===== config.mk =====
export PLATFORM = sky130hd
export DESIGN_NAME = req_encoder_32_flat
export DESIGN_NICKNAME = d
export VERILOG_FILES = /design/src/rtl/req_encoder_32_pkg.sv /design/src/rtl/req_encoder_32_if.sv /design/src/rtl/req_encoder_32_prio_enc_32.sv /design/src/rtl/req_encoder_32.sv /design/src/flat_wrapper.sv
export SDC_FILE = /design/constraint.sdc
export NUM_CORES = 1
export LEC_CHECK = 0
export ABC_AREA = 1
export CORE_AREA = 2 2 54 107
export DETAILED_ROUTE_END_ITERATION = 12
export DIE_AREA = 0 0 56 109
export GPL_TIMING_DRIVEN = 1
export PLACE_DENSITY = 0.73
export SETUP_SLACK_MARGIN = 0.05
export SLEW_MARGIN = 15
export SYNTH_ARGS = -nofsm -noshare
export SYNTH_HDL_FRONTEND = slang
export SYNTH_SLANG_ARGS = --single-unit

===== constraint.sdc =====
create_clock -name clock -period 3.9 [get_ports clock]
set_clock_uncertainty 0.2 [all_clocks]
set_input_delay 0.39 -clock clock [delete_from_list [all_inputs] [get_ports clock]]
set_output_delay 0.39 -clock clock [all_outputs]
set_load 0.01 [all_outputs]

===== src/rtl/req_encoder_32_pkg.sv =====
// Shared widths, state encoding and the 5-to-32 one-hot decoder
// used by the request-encoder and register-file blocks.
package req_encoder_32_pkg;

  localparam int VEC_W = 32;
  localparam int IDX_W = 5;

  typedef enum logic {
    IDLE  = 1'b0,
    DRAIN = 1'b1
  } state_t;

  function automatic logic [VEC_W-1:0] dec_5to32(
    input logic [IDX_W-1:0] idx
  );
    logic [VEC_W-1:0] one;
    one = {{(VEC_W-1){1'b0}}, 1'b1};
    return one << idx;
  endfunction

endpackage


===== src/rtl/req_encoder_32_if.sv =====
// Request-vector in / index-stream out handshake bundle.
interface req_encoder_32_if;
  import req_encoder_32_pkg::*;

  logic             in_valid;
  logic             in_ready;
  logic [VEC_W-1:0] in_vector;
  logic             out_valid;
  logic             out_ready;
  logic [IDX_W-1:0] out_index;
  logic             out_last;
  logic             busy;

  modport master (
    output in_valid, in_vector, out_ready,
    input  in_ready, out_valid, out_index, out_last, busy
  );

  modport slave (
    input  in_valid, in_vector, out_ready,
    output in_ready, out_valid, out_index, out_last, busy
  );

endinterface


===== src/rtl/req_encoder_32_prio_enc_32.sv =====
// 32-to-5 priority encoder; the inverse of dec_5to32.
module prio_enc_32
  import req_encoder_32_pkg::*;
(
  input  logic [VEC_W-1:0] vec,
  input  logic             msb_first,
  output logic [IDX_W-1:0] idx,
  output logic             any
);

  always_comb begin
    idx = '0;
    any = |vec;
    // Last match in scan order wins, so scan away from the preferred end.
    if (msb_first) begin
      for (int i = 0; i < VEC_W; i++)
        if (vec[i]) idx = IDX_W'(i);
    end else begin
      for (int i = VEC_W - 1; i >= 0; i--)
        if (vec[i]) idx = IDX_W'(i);
    end
  end

endmodule


===== src/rtl/req_encoder_32.sv =====
// Latches a 32-bit request vector and streams out the index of
// every set bit, one per handshake, lowest- or highest-first.
module req_encoder_32
  import req_encoder_32_pkg::*;
#(
  parameter bit MSB_FIRST = 1'b0
) (
  input  logic           clock,
  input  logic           ctrl_reset,
  req_encoder_32_if.slave bus
);

  state_t           state, state_n;
  logic [VEC_W-1:0] pending, pending_n;
  logic [IDX_W-1:0] sel;
  logic             any;
  logic             single;
  logic             drain;

  prio_enc_32 u_prio (
    .vec       (pending),
    .msb_first (MSB_FIRST),
    .idx       (sel),
    .any       (any)
  );

  assign drain  = (state == DRAIN);
  assign single = any && ((pending & (pending - 1'b1)) == '0);

  assign bus.in_ready  = (state == IDLE);
  assign bus.busy      = drain;
  assign bus.out_valid = drain && any;
  assign bus.out_index = drain ? sel : '0;
  assign bus.out_last  = drain && single;

  always_ff @(posedge clock) begin
    if (ctrl_reset) begin
      state   <= IDLE;
      pending <= '0;
    end else begin
      state   <= state_n;
      pending <= pending_n;
    end
  end

  always_comb begin
    state_n   = state;
    pending_n = pending;
    unique case (state)
      IDLE: begin
        if (bus.in_valid) begin
          pending_n = bus.in_vector;
          if (|bus.in_vector) state_n = DRAIN;
        end
      end
      DRAIN: begin
        if (bus.out_valid && bus.out_ready) begin
          pending_n = pending & ~dec_5to32(sel);
          if (bus.out_last) state_n = IDLE;
        end
      end
      default: state_n = IDLE;
    endcase
  end

endmodule

===== src/flat_wrapper.sv =====
// flat-port wrapper written by rule: the top's interface ports become plain ports
module req_encoder_32_flat import req_encoder_32_pkg::*;
#(
  parameter bit MSB_FIRST = 1'b0
)
  (clock, ctrl_reset, bus_in_valid, bus_in_vector, bus_out_ready, bus_in_ready, bus_out_valid, bus_out_index, bus_out_last, bus_busy);
  req_encoder_32_if bus_i ();
  input  logic clock;
  input  logic ctrl_reset;
  input wire logic [$bits(bus_i.in_valid)-1:0] bus_in_valid;
  input wire logic [$bits(bus_i.in_vector)-1:0] bus_in_vector;
  input wire logic [$bits(bus_i.out_ready)-1:0] bus_out_ready;
  output wire logic [$bits(bus_i.in_ready)-1:0] bus_in_ready;
  output wire logic [$bits(bus_i.out_valid)-1:0] bus_out_valid;
  output wire logic [$bits(bus_i.out_index)-1:0] bus_out_index;
  output wire logic [$bits(bus_i.out_last)-1:0] bus_out_last;
  output wire logic [$bits(bus_i.busy)-1:0] bus_busy;
  assign bus_i.in_valid = bus_in_valid;
  assign bus_i.in_vector = bus_in_vector;
  assign bus_i.out_ready = bus_out_ready;
  assign bus_in_ready = bus_i.in_ready;
  assign bus_out_valid = bus_i.out_valid;
  assign bus_out_index = bus_i.out_index;
  assign bus_out_last = bus_i.out_last;
  assign bus_busy = bus_i.busy;
  req_encoder_32 #(.MSB_FIRST(MSB_FIRST)) u_core (.clock(clock), .ctrl_reset(ctrl_reset), .bus(bus_i));
endmodule

After elaboration in Yosys (flattened, before gate mapping)
Index checks and enable logic that the tools add are counted.
{ "totals": {"reg_bits": 33, "output_inout_bits": 9, "in_bits": 36} }
{ "classes": {"eq_ne": 2, "addsub": 1, "reduce_logical": 8, "shift": 1, "mux": 41, "bitwise_logic": 4} }
{ "op_table": {"columns": ["op", "n"], "rows": [
  ["$mux 5", 33],
  ["$and 32x32->32", 2],
  ["$mux 32", 2],
  ["$pmux 32 s2", 1],
  ["$reduce_or 32->1", 2],
  ["$logic_not 32->1", 1],
  ["$not 32->32", 1],
  ["$shl 1x5->32 const A", 1],
  ["$sub 32x1->32 const B", 1],
  ["$logic_and 1x1->1", 4],
  ["$mux 1", 4],
  ["$ne 2x2->1 const B", 2],
  ["$pmux 1 s2", 1],
  ["$reduce_and 2->1", 1],
  ["$not 1->1", 1]
]} }

Depth between registers and ports, before layout
{ "logic_depth": {"word_depth": 37, "depth_mapped": 33} }

Hierarchy
From an unflattened synthesis, not the netlist that was laid out.
{ "hier_totals": {"hier_cells": 547, "area_unflattened_um2": 3002.9} }
{ "by_module_without_submodules": {"columns": ["mod", "cells_each", "seq_area_each_um2", "area_per_inst_um2", "instances"], "rows": [
  ["req_encoder_32", 374, 660.6, 2222.1, 1],
  ["prio_enc_32", 173, 0.0, 780.7, 1]
]} }

Worst setup path before layout
OpenSTA, ideal clock, no wires.
{ "synth_path": {"path_type": "register to output", "startpoint": "register u_core.pending[10]", "endpoint": "output bus_out_last", "t_arrival_ns": 2.043, "stages_incl_launch_ff": 19, "setup_slack_ns": 1.267, "path_buffers": 0, "required_ns": 3.310, "cell_sequence": "dfxtp_1 nor2_2 inv_2 nor2_4 inv_2 nor2_1 inv_2 nor2_8 inv_4 nor2_4 inv_2 nor2_4 inv_2 nor3_4 inv_2 nor3_2 nor2_1 a211o_1 nor2_1"} }
{ "synth_via": {"elab_chain_cells": 5, "word_cells_on_any_way": 6, "cone_classes": "add/sub: 1; bitwise: 1; reduce/logical: 4"} }
{ "synth_lines": {"columns": ["item", "line_no", "source"], "rows": [
  ["start: declaration", "req_encoder_32.sv:14", "logic [VEC_W-1:0] pending, pending_n;"],
  ["start signal: assignment", "req_encoder_32.sv:42", "pending <= pending_n;"],
  ["$sub 32x1->32", "req_encoder_32.sv:28", "assign single = any && ((pending & (pending - 1'b1)) == '0);"],
  ["$and 32x32->32", "req_encoder_32.sv:28", null],
  ["$logic_not 32->1", "req_encoder_32.sv:28", null],
  ["$logic_and 1x1->1 (*)", "req_encoder_32.sv:28", null],
  ["$logic_and 1x1->1 (*)", "req_encoder_32.sv:34", "assign bus.out_last = drain && single;"],
  ["end: declaration", "flat_wrapper.sv:16", "output wire logic [$bits(bus_i.out_last)-1:0] bus_out_last;"]
]} }
Mark *: on every way between the ends. The rest lies on a longest branch, timed or not.

Worst setup path in the final report
{ "layout_path": {"startpoint": "register u_core.pending[30]", "endpoint": "output bus_out_index[0]"} }
{ "layout_via": {"elab_chain_cells": 32} }
{ "layout_lines": {"columns": ["item", "line_no", "source"], "rows": [
  ["$mux 5 (31 in a row)", "req_encoder_32_prio_enc_32.sv:20", "if (vec[i]) idx = IDX_W'(i);"],
  ["$mux 5", "req_encoder_32.sv:33", "assign bus.out_index = drain ? sel : '0;"],
  ["end: declaration", "flat_wrapper.sv:15", "output wire logic [$bits(bus_i.out_index)-1:0] bus_out_index;"]
]} }
No other way between the ends.

==> flow_metrics.env <==
export IMPL_crit_fanout=4
export IMPL_fp_dieW_um=56
export IMPL_timing_fmax_mhz=286
export IMPL_ctsHtreeMaxLevel=2
export IMPL_ios=45
export IMPL_slowest_delay_ns=0.54
export IMPL_hold_viol_final=0
export IMPL_drive_gt1_frac=0.0932
export IMPL_antenna_found_initial=0
export IMPL_final_nets=432
export IMPL_max_cap_violations=0
export IMPL_worst_path_most_repeated_cell="nand2_1"
export IMPL_cts_made_buffers=5
export IMPL_p_total_w=0.00110
export IMPL_ff2ff_setup_slack_ns=0.96
export IMPL_setup_viol_count_final=0
export IMPL_final_area_um2=2940
export IMPL_antenna_left=0
export IMPL_dr_pass1_iters=4
export IMPL_yosys_register_bits=33
export IMPL_syn_area_um2=2330
export IMPL_syn_inst=358
export IMPL_syn_area_per_cell_um2=6.50
export IMPL_hold_class="flip-flop to flip-flop"
export IMPL_synth_common_cells="nand2_1 (60), inv_1 (52), a21oi_1 (41)"
export IMPL_place_hpwl_mm=5.14
export IMPL_worstMarginPinSlew_ns=0.554
export IMPL_path_clk_slew_ns=0.07
export IMPL_first_global_vias=2595
export IMPL_async_reset_ff_frac=0
export IMPL_synth_ff_type="dfxtp_1"
export IMPL_critPathCaptureType="output port"
export IMPL_synth_edf_count=0
export IMPL_cp_data_arrival_time_ns=2.91
export IMPL_status="finished, final reports clean"
export IMPL_place_congestion=0.930
export IMPL_critPathLaunchType="flip-flop"
export IMPL_required_ns=3.31
export IMPL_leakagePower_nw=1.22
export IMPL_grt_use_total=0.228
export IMPL_drcViolationCount=0
export IMPL_post_cts_buffers=0
export IMPL_root_buffer="clkbuf_8"
export IMPL_yosysMostFrequentCell="nand2_1"
export IMPL_r2r_cells=12
export IMPL_cts_sinks=33
export IMPL_power_density_nw_per_um2=375
export IMPL_area_growth_pct=26.2
export IMPL_drt_iter0_drc=119
export IMPL_ir_drop_mv=0.242
export IMPL_grt_overflow=0
export IMPL_min_to="u_core.pending[17]"
export IMPL_drv_slew=0
export IMPL_reg2reg_to="u_core.pending[23]"
export IMPL_viasPerCell=5.87
export IMPL_wl_mm=6.88
export IMPL_ys_seq_area_frac=0.284
export IMPL_clockBufferDepth=2
export IMPL_final_min_clock_period_ns=3.50
export IMPL_timing_rr_start="u_core.pending[23]"
export IMPL_yosys_area_top_type="dfxtp_1"
export IMPL_start_util=0.437
export IMPL_grt_pass1_wl_mm=11.3
export IMPL_coreArea_um2=5330
export IMPL_period_share=0.898
export IMPL_die_y_um=109
export IMPL_ys_warn_count=0
export IMPL_synth_cell_type_count=34
export IMPL_synth_top_cells_by_area="dfxtp_1 (28%), a221oi_1 (12%), nand2_1 (9.7%), a21oi_1 (8.8%), inv_1 (8.4%)"
export IMPL_slowest_stage="clkdlybuf4s50_1"
export IMPL_placed_cell_area_um2=2820
export IMPL_wire_per_inst_um=15.1
export IMPL_cts_tree="built"
export IMPL_slew_headroom=0.630
export IMPL_via_count=2683
export IMPL_synthesis_nets=394
export IMPL_dieArea_um2=6100
export IMPL_n_antenna_cell=0
export IMPL_rsz0062_at_grt="false"
export IMPL_num_rows=38
export IMPL_whs_path_depth=2
export IMPL_hp_start="u_core.pending[17]"
export IMPL_port_buffers=44
export IMPL_grt_max_degree=41
export IMPL_clk_latency_ns=0.29
export IMPL_synthDominantCellAreaShare=0.284
export IMPL_path_class="flip-flop to output port"
export IMPL_setup_tns_ns=0
## cells in the final DEF (no fill, tap or decap), types with 4 or more instances in the layout
cell type        count
clkbuf_8             7
o22ai_1              5
inv_2                9
nand3_1             17
a221oi_1            31
inv_1               52
nor4_1              11
dfxtp_1             33
nand2_1             60
a21oi_1             41
o21ai_0              9
nor3_1               6
clkdlybuf4s50_1     43
nor2_1              29
nor2_2               4
nand4_1              8
nor2_4               5
## area by class of cell
type | instances | area, µm²
Fill cell | 533 | 2390
Timing Repair Buffer | 48 | 485
Tap cell | 60 | 75.1
Multi-Input combinational cell | 246 | 1380
Inverter | 62 | 235
Clock inverter | 1 | 5.00
Clock buffer | 7 | 96.3
Sequential cell | 33 | 661
## worst max-delay path by stage
stage / start / end / cells after the start
global route: u_core.pending[30] / bus_out_index[0] / 34
CTS: u_core.pending[2] / bus_out_last / 17
global placement: u_core.pending[1] / bus_out_last / 17
finish: u_core.pending[30] / bus_out_index[0] / 34
floorplan: u_core.pending[10] / bus_out_last / 18
detailed placement: u_core.pending[2] / bus_out_last / 17
## per-stage QoR
| stage | std cells | hold WS [ns] | setup WS (ns) | util |
|---|---|---|---|---|
| 2_1_floorplan | 358 | 0.278 | 1.27 | - |
| 6_report | 457 | 0.319 | 0.399 | 0.552 |
| 3_3_place_gp | 449 | 0.289 | 0.560 | 0.530 |
| 3_5_place_dp | 449 | 0.303 | 0.538 | 0.530 |
| 4_1_cts | 457 | 0.317 | 0.207 | 0.549 |
| 5_1_grt | 457 | 0.357 | 0.126 | 0.552 |
## critical path: cells and delay by family (launching register included)
| family | cells | cell delay [ns] |
|---|---|---|
| simple gates | 32 | 1.64 |
| flops | 1 | 0.33 |
| buf+inv | 2 | 0.64 |
## per-layer routing
layer | GRT usage | share of wire | vias to the layer above
met5 | 0 | 0 | -
met3 | 0.0427 | 0.064 | 14
li1 | - | - | 1329
met1 | 0.255 | 0.41 | 1231
met2 | 0.403 | 0.50 | 109
met4 | 0.124 | 0.025 | 0
## repair_timing
action / in CTS / in global routing
gates resized for setup: 0 / 4
hold buffers: 0 / 0
endpoints found under the setup margin: 0 / 1
## report_power, final
group | switching [W] | leakage, nW | internal, W
logic | 0.000241 | 0.891 | 0.000155
clock network | 0.000136 | 0.0542 | 0.000160
registers | 0.0000374 | 0.274 | 0.000373
## logic make-up (layout without fill, tap and decap cells)
family | after synthesis | after routing | share of synthesized area
DFF | 33 | 33 | 0.284
and+or+nand+nor | 146 | 146 | 0.302
AOI/OAI and AO/OA | 100 | 100 | 0.286
buffers and inverters | 79 | 118 | 0.128
## state kept, by name, summed over array words and instances (netlist names)
name             cells
u_core.bus.busy      1
u_core.pending      32
(Power assumes the default switching activity.)
